--- config.mk ---
export PLATFORM = sky130hd
export DESIGN_NAME = pipe_skid_reg_flat
export DESIGN_NICKNAME = d
export VERILOG_FILES = /design/src/rtl/pipe_skid_reg_pkg.sv /design/src/rtl/pipe_skid_reg_if.sv /design/src/rtl/pipe_skid_reg_slot.sv /design/src/rtl/pipe_skid_reg.sv /design/src/flat_wrapper.sv
export SDC_FILE = /design/constraint.sdc
export NUM_CORES = 1
export LEC_CHECK = 0
export ABC_AREA = 1
export BUFFER_PORTS_ARGS = -buffer_cell sky130_fd_sc_hd__buf_2
export CORE_MARGIN = 2
export CORE_UTILIZATION = 40
export DETAILED_ROUTE_END_ITERATION = 7
export PLACE_DENSITY = 0.71
export SLEW_MARGIN = 20
export SYNTH_ARGS = -nofsm -noshare
export SYNTH_HDL_FRONTEND = slang
export SYNTH_SLANG_ARGS = --single-unit
--- constraint.sdc ---
create_clock -name clk -period 2.8 [get_ports clk]
set_clock_uncertainty 0.05 [all_clocks]
set_input_delay 0.14 -clock clk [delete_from_list [all_inputs] [get_ports clk]]
set_output_delay 0.14 -clock clk [all_outputs]
set_load 0.01 [all_outputs]
--- src/rtl/pipe_skid_reg_pkg.sv ---
// Shared types and constants for the skid-buffered pipeline stage register.
// The state encoding doubles as the occupancy count, so keep the values fixed.
package pipe_skid_reg_pkg;

   localparam logic [1:0] ST_EMPTY = 2'd0;
   localparam logic [1:0] ST_BUSY  = 2'd1;
   localparam logic [1:0] ST_FULL  = 2'd2;

   // EMPTY: nothing held, BUSY: main slot full, FULL: main and skid slots full.
   typedef enum logic [1:0] {
      StEmpty = ST_EMPTY,
      StBusy  = ST_BUSY,
      StFull  = ST_FULL
   } state_e;

   // An accepted beat is kept unless empty-beat dropping is on and no lane is valid.
   function automatic logic beat_kept(input logic drop_empty, input logic any_lane);
      return !drop_empty || any_lane;
   endfunction

endpackage

--- src/rtl/pipe_skid_reg_if.sv ---
// Valid/ready beat bus carrying LANES x WIDTH payload plus per-lane valids.
interface pipe_skid_reg_if #(
   parameter int unsigned WIDTH = 32,
   parameter int unsigned LANES = 2
);

   logic                     valid;
   logic                     ready;
   logic [LANES*WIDTH-1:0]   data;
   logic [LANES-1:0]         lane_valid;

   // Producer side of the bus.
   modport master (
      output valid,
      output data,
      output lane_valid,
      input  ready
   );

   // Consumer side of the bus.
   modport slave (
      input  valid,
      input  data,
      input  lane_valid,
      output ready
   );

endinterface

--- src/rtl/pipe_skid_reg_slot.sv ---
// One beat of storage: enable-loaded payload plus lane valids that can be
// cleared synchronously. Payload has no reset; it is qualified by the lane valids
// and by the owning stage's state.
module pipe_skid_reg_slot #(
   parameter int unsigned WIDTH = 32,
   parameter int unsigned LANES = 2
) (
   input  logic                   clk,
   input  logic                   reset,
   input  logic                   clr,
   input  logic                   load,
   input  logic [LANES*WIDTH-1:0] d_data,
   input  logic [LANES-1:0]       d_lane_valid,
   output logic [LANES*WIDTH-1:0] q_data,
   output logic [LANES-1:0]       q_lane_valid
);

   logic [LANES*WIDTH-1:0] data_q;
   logic [LANES-1:0]       lane_valid_q;

   // Payload register: loaded on enable only.
   always_ff @(posedge clk) begin
      if (load) begin
         data_q <= d_data;
      end
   end

   // Lane valids: reset and clear win over a load in the same cycle.
   always_ff @(posedge clk) begin
      if (reset || clr) begin
         lane_valid_q <= '0;
      end else if (load) begin
         lane_valid_q <= d_lane_valid;
      end
   end

   assign q_data       = data_q;
   assign q_lane_valid = lane_valid_q;

endmodule

--- src/rtl/pipe_skid_reg.sv ---
// Pipeline stage register with a 2-entry skid buffer. in_ready is decoded from
// the state register only, so it never depends combinationally on this cycle's
// inputs. Supports stage flush, dropping of all-lane-invalid beats and a
// saturating count of stalled cycles.
module pipe_skid_reg
   import pipe_skid_reg_pkg::*;
#(
   parameter int unsigned WIDTH      = 32,
   parameter int unsigned LANES      = 2,
   parameter bit          DROP_EMPTY = 1'b1,
   parameter int unsigned CNT_W      = 16
) (
   input  logic                 clk,
   input  logic                 reset,
   input  logic                 flush,
   pipe_skid_reg_if.slave       up,
   pipe_skid_reg_if.master      dn,
   output logic [1:0]           occupancy,
   output logic [CNT_W-1:0]     stall_count
);

   localparam logic [CNT_W-1:0] CntOne = CNT_W'(1);

   state_e state_q, state_d;

   logic in_fire;
   logic out_fire;
   logic store;

   logic main_load;
   logic main_from_skid;
   logic skid_load;

   logic [LANES*WIDTH-1:0] main_d_data;
   logic [LANES-1:0]       main_d_lane_valid;
   logic [LANES*WIDTH-1:0] main_data;
   logic [LANES-1:0]       main_lane_valid;
   logic [LANES*WIDTH-1:0] skid_data;
   logic [LANES-1:0]       skid_lane_valid;

   logic [CNT_W-1:0] stall_q, stall_d;

   // Handshake qualifiers. A dropped beat is still consumed (in_fire) but never stored.
   assign in_fire  = up.valid & up.ready;
   assign out_fire = dn.valid & dn.ready;
   assign store    = in_fire & beat_kept(DROP_EMPTY, |up.lane_valid);

   // State register.
   always_ff @(posedge clk) begin
      if (reset) begin
         state_q <= StEmpty;
      end else begin
         state_q <= state_d;
      end
   end

   // Next state and slot load enables. Flush overrides every transition and
   // discards an input beat accepted in the same cycle.
   always_comb begin
      state_d        = state_q;
      main_load      = 1'b0;
      main_from_skid = 1'b0;
      skid_load      = 1'b0;

      if (!flush) begin
         unique case (state_q)
            StEmpty: begin
               if (store) begin
                  state_d   = StBusy;
                  main_load = 1'b1;
               end
            end
            StBusy: begin
               if (store && out_fire) begin
                  main_load = 1'b1;
               end else if (store) begin
                  state_d   = StFull;
                  skid_load = 1'b1;
               end else if (out_fire) begin
                  state_d = StEmpty;
               end
            end
            StFull: begin
               // No input is accepted here; only the head can drain.
               if (out_fire) begin
                  state_d        = StBusy;
                  main_load      = 1'b1;
                  main_from_skid = 1'b1;
               end
            end
            default: begin
               state_d = StEmpty;
            end
         endcase
      end else begin
         state_d = StEmpty;
      end
   end

   // Main slot refills either from the input bus or from the skid slot.
   always_comb begin
      main_d_data       = up.data;
      main_d_lane_valid = up.lane_valid;
      if (main_from_skid) begin
         main_d_data       = skid_data;
         main_d_lane_valid = skid_lane_valid;
      end
   end

   pipe_skid_reg_slot #(
      .WIDTH (WIDTH),
      .LANES (LANES)
   ) u_main (
      .clk          (clk),
      .reset        (reset),
      .clr          (flush),
      .load         (main_load),
      .d_data       (main_d_data),
      .d_lane_valid (main_d_lane_valid),
      .q_data       (main_data),
      .q_lane_valid (main_lane_valid)
   );

   pipe_skid_reg_slot #(
      .WIDTH (WIDTH),
      .LANES (LANES)
   ) u_skid (
      .clk          (clk),
      .reset        (reset),
      .clr          (flush),
      .load         (skid_load),
      .d_data       (up.data),
      .d_lane_valid (up.lane_valid),
      .q_data       (skid_data),
      .q_lane_valid (skid_lane_valid)
   );

   // Stall counter next value: count head-blocked cycles, hold at all-ones.
   always_comb begin
      stall_d = stall_q;
      if (dn.valid && !dn.ready && !(&stall_q)) begin
         stall_d = stall_q + CntOne;
      end
   end

   // Stall counter register; flush deliberately leaves it alone.
   always_ff @(posedge clk) begin
      if (reset) begin
         stall_q <= '0;
      end else begin
         stall_q <= stall_d;
      end
   end

   assign up.ready      = (state_q != StFull);
   assign dn.valid      = (state_q != StEmpty);
   assign dn.data       = main_data;
   assign dn.lane_valid = main_lane_valid & {LANES{dn.valid}};
   assign occupancy     = state_q;
   assign stall_count   = stall_q;

endmodule

--- src/flat_wrapper.sv ---
// flat-port wrapper written by rule: the top's interface ports become plain ports
module pipe_skid_reg_flat import pipe_skid_reg_pkg::*;
#(
   parameter int unsigned WIDTH      = 32,
   parameter int unsigned LANES      = 2,
   parameter bit          DROP_EMPTY = 1'b1,
   parameter int unsigned CNT_W      = 16
)
  (clk, reset, flush, occupancy, stall_count, up_valid, up_data, up_lane_valid, up_ready, dn_valid, dn_data, dn_lane_valid, dn_ready);
  pipe_skid_reg_if #(.WIDTH(WIDTH), .LANES(LANES)) up_i ();
  pipe_skid_reg_if #(.WIDTH(WIDTH), .LANES(LANES)) dn_i ();
  input  logic clk;
  input  logic reset;
  input  logic flush;
  output logic [1:0] occupancy;
  output logic [CNT_W-1:0] stall_count;
  input wire logic [$bits(up_i.valid)-1:0] up_valid;
  input wire logic [$bits(up_i.data)-1:0] up_data;
  input wire logic [$bits(up_i.lane_valid)-1:0] up_lane_valid;
  output wire logic [$bits(up_i.ready)-1:0] up_ready;
  output wire logic [$bits(dn_i.valid)-1:0] dn_valid;
  output wire logic [$bits(dn_i.data)-1:0] dn_data;
  output wire logic [$bits(dn_i.lane_valid)-1:0] dn_lane_valid;
  input wire logic [$bits(dn_i.ready)-1:0] dn_ready;
  assign up_i.valid = up_valid;
  assign up_i.data = up_data;
  assign up_i.lane_valid = up_lane_valid;
  assign up_ready = up_i.ready;
  assign dn_valid = dn_i.valid;
  assign dn_data = dn_i.data;
  assign dn_lane_valid = dn_i.lane_valid;
  assign dn_i.ready = dn_ready;
  pipe_skid_reg #(.WIDTH(WIDTH), .LANES(LANES), .DROP_EMPTY(DROP_EMPTY), .CNT_W(CNT_W)) u_core (.clk(clk), .reset(reset), .flush(flush), .up(up_i), .dn(dn_i), .occupancy(occupancy), .stall_count(stall_count));
endmodule
* Word level (Yosys, flattened, before mapping)
Cells that the tools add are included.
** Operators by class
- Add/sub/neg operators :: 1
- Multiply operators :: 0
- Divide/modulo/power cells :: 0
- $lt $le $gt $ge :: 0
- Equal/unequal tests :: 7
- Shift-type cells :: 0
- Multiplexer cells :: 18
- Bitwise operators :: 4
- Reductions and logical operators :: 12
** Operators by type and width (number)
- $mux 64 :: 1
- $add 16x1->16 const B :: 1
- $reduce_and 16->1 :: 1
- $mux 2 :: 6
- $mux 1 :: 9
- $pmux 2 s3 :: 1
- $ne 2x1->1 const B :: 2
- $ne 2x2->1 const B :: 2
- $reduce_and 4->1 :: 1
- $reduce_or 2->1 :: 2
- $and 1x1->1 :: 3
- $logic_and 1x1->1 :: 3
- $ne 3x1->1 const B :: 1
- $pmux 1 s3 :: 1
- $and 2x2->2 :: 1
- $eq 2x1->1 const B :: 1
- $eq 2x2->1 const B :: 1
- $logic_not 1->1 :: 2
- $logic_not 2->1 :: 1
- $reduce_bool 2->1 :: 1
- $logic_or 1x1->1 :: 1
** Word-level totals
- Bits in registers :: 150
- Latch bits :: 0
- Memory bits (writable) :: 0
- Bits in read-only memories :: 0
- Input port bits :: 71
- Output and inout bits :: 86
- Memories :: 0

* Longest topological paths before layout
- Word-level depth :: 7
- Depth in mapped cells :: 9
- Gate-level depth less buffers :: 9

* By module
Synthesis repeated with hierarchy kept, for this count alone.
** Second synthesis, totals
- Cells, all modules :: 407
- Area total of the unflattened synthesis :: 6079.6 um^2
** Modules (own cells, without submodules)
- pipe_skid_reg_slot :: times used 2, cells each 77, area each 2010.7 um^2
- pipe_skid_reg :: times used 1, cells each 253, area each 2058.2 um^2

* Worst setup path before layout
OpenSTA, ideal clock, no wires.
- Kind :: register -> register
- Start point :: reg u_core.state_q[1], in the netlist u_core.occupancy[1]
- End point :: reg u_core.u_main.data_q[0], in the netlist u_core.u_main.q_data[0], enable pin
- Setup time :: 420 ps
- Data arrival time :: 2214 ps
- Required time :: 2330 ps
- Setup slack :: 117 ps
- Stages on the path, launching flop included :: 6
- Period minus slack after synthesis :: 2683 ps
- Cells stage by stage :: dfxtp_1 nor2_1 nor2_4 inv_2 nand3_1 inv_1
** On the way
- Longest elaborated chain between the ends :: 7
- Elaborated cells between the ends (all ways) :: 14
- Classes of those cells :: eq/ne (3); mux (5); bitwise (3); reduce/logical (3)
** RTL lines
- from (decl) :: RTL line pipe_skid_reg.sv:24 : state_e state_q, state_d;
- from (signal assigned) :: RTL line pipe_skid_reg.sv:51 : state_q <= StEmpty;
- from (signal assigned) :: RTL line pipe_skid_reg.sv:53 : state_q <= state_d;
- $ne 2x2->1 :: RTL line pipe_skid_reg.sv:155 : assign up.ready = (state_q != StFull);
- $and 1x1->1 :: RTL line pipe_skid_reg.sv:44 : assign in_fire = up.valid & up.ready;
- $and 1x1->1 :: RTL line pipe_skid_reg.sv:46 : assign store = in_fire & beat_kept(DROP_EMPTY, |up.lane_valid);
- $logic_and 1x1->1 :: RTL line pipe_skid_reg.sv:74 : if (store && out_fire) begin
- $mux 1 :: RTL line pipe_skid_reg.sv:74
- $pmux 1 s3 * :: RTL line pipe_skid_reg.sv:66 : unique case (state_q)
- $mux 1 * :: RTL line pipe_skid_reg.sv:65 : if (!flush) begin
- net u_core.main_load :: RTL line pipe_skid_reg.sv:30 : logic main_load;
- to (signal assigned) :: RTL line pipe_skid_reg_slot.sv:24 : data_q <= d_data;
- to (decl) :: RTL line pipe_skid_reg_slot.sv:18 : logic [LANES*WIDTH-1:0] data_q;
Mark *: on every way through the listed nets, which the timed path passes. The rest lies on a longest branch.
A chain may end at the register's enable or synchronous reset.

* Worst setup path after layout
- Start point :: reg u_core.state_q[1], in the netlist u_core.occupancy[1]
- End point :: reg u_core.u_main.data_q[38], in the netlist u_core.u_main.q_data[38], enable pin
Same word-level chain as after synthesis.

==> run summary <==
Tracing the worst setup path back leads to its startpoint at u_core.occupancy[1]. Along the worst path, the maximum fanout reaches 29. The synthesized flop and latch total came out at 150. Detailed placement finished with a half-perimeter wire length of 8300 µm. The tools report the final instance area as 8270 µm².

In the final routed layout, each cell accounts on average for 15.4 µm. For this design the static power due to leakage is 3.27 nW. Once detail routing completed, the nets flagged for antenna violations numbered 0. The number of enable flip-flop cells after synthesis came out at 128. The fraction of layout instances using a drive strength above 1 is 40.9%. In this run, the number of DRC markers left after iteration 0 of detailed routing was 239. For the pin with the worst max-slew slack, the measured transition is 0.556 ns. The end of the critical path is u_core.u_main.q_data[38]. Dividing the detail-routed via count by the number of cells gives 4.80. The worst-case hold slack came out at 0.0288 ns. The number of port buffers works out to 156. For this run, design rule violations remaining after detail routing come to 0. During synthesis, Yosys emitted a total of 0 warnings. Clock-pin slew was measured on the worst setup and hold paths at 0.06 ns.

After detailed placement, the design holds a cell count of 733. The via count of the first global-routing pass is 4119, and the delay contributed by the slowest stage of the critical path is 0.44 ns. Counting the buffers created by CTS gives 17. Post-synthesis average cell area: 15.0 µm². The flow ran to the end, and the final reports show no timing, DRC or antenna violations. TritonCTS built the clock tree.

For flop-to-flop paths, the worst setup slack is 0.69 ns. The region available for standard cell placement spans 14500 µm². The number of different library cells used by synthesis comes to 27.

Path type of the worst setup path: reg2reg. CTS placed an instance of sky130_fd_sc_hd__clkbuf_16 at the clock tree root. The clock sink total is 150. Entering global routing, the biggest net connects 52 pins. The number of optimization iterations in the first detailed-route pass is 4, and the required arrival time at the worst endpoint is 2.86 ns. The maximum root-to-sink buffer count was 2. Post-CTS repair changed the size of 0 cells.

The type of the tightest min-delay check is in2reg. The run gives 157 as the top-level I/O count. The signal arrival time at the worst endpoint is 2.17 ns, and the layout-stage area growth over the synthesis result is 39.3%.

Walking the worst path, the cells encountered are nor2_1 > nor2_4 > inv_2 > nand3_1 > inv_2 > buf_12. The logs give 16.6% for the aggregate global-route resource usage and 20600 µm for the global-route wire length before repair. Vertical die dimension: 126 µm. Dividing the final minimum period by the clock period gives 75.3%.

The run gives 44 as the total number of placement rows. The final layout contains 709 nets. The final antenna diode count came out at 0. The worst register-to-register path begins at u_core.occupancy[1]. The tools report the floorplan die area as 15800 µm². The tools report the final estimated routing congestion in global placement as 0.881. Horizontal extent of the die: 126 µm. Counting every instance in the synthesized netlist gives 397.

The post-synthesis instance area was 5940 µm²; the maximum ir drop on the vdd rail was 0.453 mV. The final hold violation count is 0, and the time the worst path needs with I/O delays and setup is 2.11 ns. The total negative setup slack is 0 ns, and the achievable clock frequency is 474 MHz. STA classifies the critical path endpoint as a flip-flop. Counting every net in the synthesized netlist gives 469.

For the cell area after placement, the log shows 6980 µm². The max-slew violation count was 0. The largest individual stage delay along the critical path comes from the cell sky130_fd_sc_hd__inv_2.

For this run, the register share of the synthesized area comes to 72.2%. In the synthesized netlist the dominant register cell turns out to be sky130_fd_sc_hd__edfxtp_1. Clock latency on the worst-skew pair, taken at its later pin, is 0.42 ns. Of all flip-flops after synthesis, the portion carrying an async set or reset was 0%. For this configuration, the core starts out at a cell density of 40.8%.

Leaving out filler cells and counting taps, the final layout contains 834. Measured on the finished design, the core utilization comes to 56.9%. Setup repair after global routing left no endpoint under its margin. The H-tree was split into 4 levels. The normalized max-slew margin came out at 62.9%. Across all layers, the routed design uses 4003 vias. The tools report the capture point of the worst reg-to-reg path as u_core.u_main.q_data[38]. After global routing the overflow that remains totals 0. Across the run, the number of max-cap violations was 0.

The total wire length is 12800 µm, and the length in cells of the worst reg-to-reg path is 6. For this design the ratio of total power to cell area is 619 nW/µm². STA classifies the critical path startpoint as a flip-flop. The run gives 0 as the total setup violations reported at the end of the flow. Initial antenna violation count: 0.

The cell type with the highest occurrence count on the critical path is sky130_fd_sc_hd__inv_2.
## worst max-delay path, delay by kind of cell (launching register included)
kind          cells  cell delay, ns
simple gates      3            0.56
flops             1            0.35
buf+inv           3            0.84
## registers in the layout, indices dropped and copies added (netlist names)
register                    count
u_core.u_main.q_data           64
u_core.u_skid.q_lane_valid      2
u_core.u_main.q_lane_valid      2
u_core.u_skid.q_data           64
u_core.occupancy                2
u_core.stall_count             16
## power by group
group          switching, mW  internal, mW
clock                  0.896          1.41
sequential            0.0148          2.48
combinational          0.143         0.181
## cell usage after synthesis, types with 5 or more instances
cell	count	area (µm²)
sky130_fd_sc_hd__edfxtp_1	128	3840
sky130_fd_sc_hd__nor2_1	40	150
sky130_fd_sc_hd__mux2_2	44	495
sky130_fd_sc_hd__o21ai_0	7	35.0
sky130_fd_sc_hd__a21oi_1	13	65.1
sky130_fd_sc_hd__inv_1	22	82.6
sky130_fd_sc_hd__nand2_1	56	210
sky130_fd_sc_hd__nand3_1	11	55.1
sky130_fd_sc_hd__nand4_1	5	31.3
sky130_fd_sc_hd__mux2_4	20	300
sky130_fd_sc_hd__dfxtp_1	22	440
## how the worst min path moves through the flow
stage                                           to  cells past startpoint  slack (ns)   startpoint
after floorplan             u_core.stall_count[12]                      1        0.17        reset
after detailed placement  u_core.u_skid.q_data[33]                      1        0.28  up_data[33]
after CTS                   u_core.stall_count[14]                      2       0.002        reset
after global routing        u_core.stall_count[11]                      2        0.03        reset
final                       u_core.stall_count[11]                      2        0.03        reset
after global placement    u_core.u_skid.q_data[10]                      1        0.28  up_data[10]
## layout by cell type, fill, tap and decap left out, types with 2 or more instances in the layout
cell type and n:
sky130_fd_sc_hd__clkbuf_16 17, sky130_fd_sc_hd__mux2_4 20, sky130_fd_sc_hd__dfxtp_1 22, sky130_fd_sc_hd__inv_6 2
sky130_fd_sc_hd__dlygate4sd3_1 69, sky130_fd_sc_hd__inv_1 20, sky130_fd_sc_hd__nor2_1 40, sky130_fd_sc_hd__nand4_1 5
sky130_fd_sc_hd__buf_2 156, sky130_fd_sc_hd__inv_2 4, sky130_fd_sc_hd__edfxtp_1 128, sky130_fd_sc_hd__clkinvlp_4 3
sky130_fd_sc_hd__nor3_1 3, sky130_fd_sc_hd__clkinv_4 2, sky130_fd_sc_hd__buf_12 4, sky130_fd_sc_hd__a21oi_1 13
sky130_fd_sc_hd__o21ai_0 7, sky130_fd_sc_hd__mux2_2 44, sky130_fd_sc_hd__clkinv_2 3, sky130_fd_sc_hd__bufinv_16 3
sky130_fd_sc_hd__xor2_1 4, sky130_fd_sc_hd__nor2_4 2, sky130_fd_sc_hd__xnor2_1 2, sky130_fd_sc_hd__nand2_1 56
sky130_fd_sc_hd__nand3_1 11
## cell families (layout without fill, tap and decap cells)
family          after synthesis  in the layout  share of synthesized area (%)
buf+inv                      33            286                           2.61
flops                       150            150                           72.2
mux                          64             64                           13.4
simple gates                120            120                           8.54
fa+ha+maj                     1              1                          0.211
xor+xnor                      6              6                          0.885
compound gates               23             23                           2.19
## layer usage
layer / global-route usage, % / part of all wire [%] / wire [µm]
met5: 0 / 0 / 0
met4: 5.69 / 1.5 / 186
met3: 5.23 / 7.1 / 905
met2: 26.3 / 47 / 5960
met1: 21.8 / 45 / 5760
## final cells by class
cell class                      instances  area [µm²]
Clock buffer                           18         429
Clock inverter                         14         174
Fill cell                            1154        6260
Inverter                               24        90.1
Multi-Input combinational cell        214        1510
Sequential cell                       150        4280
Tap cell                              184         230
Timing Repair Buffer                  230        1560
## through the flow
stage	setup slack, ns	power [mW]
floorplan	0.117	2.66
global placement	0.760	2.78
detailed placement	0.708	2.79
CTS	0.670	5.19
global route	0.566	5.32
finish	0.690	5.12
## what timing repair did
action / in CTS / in global routing
hold endpoints to repair: 129 / 0
buffers inserted: 0 / 0
endpoints found under the setup margin: 0 / 0
hold buffers: 69 / 0
No activity file was read; power rests on OpenSTA's default activity.
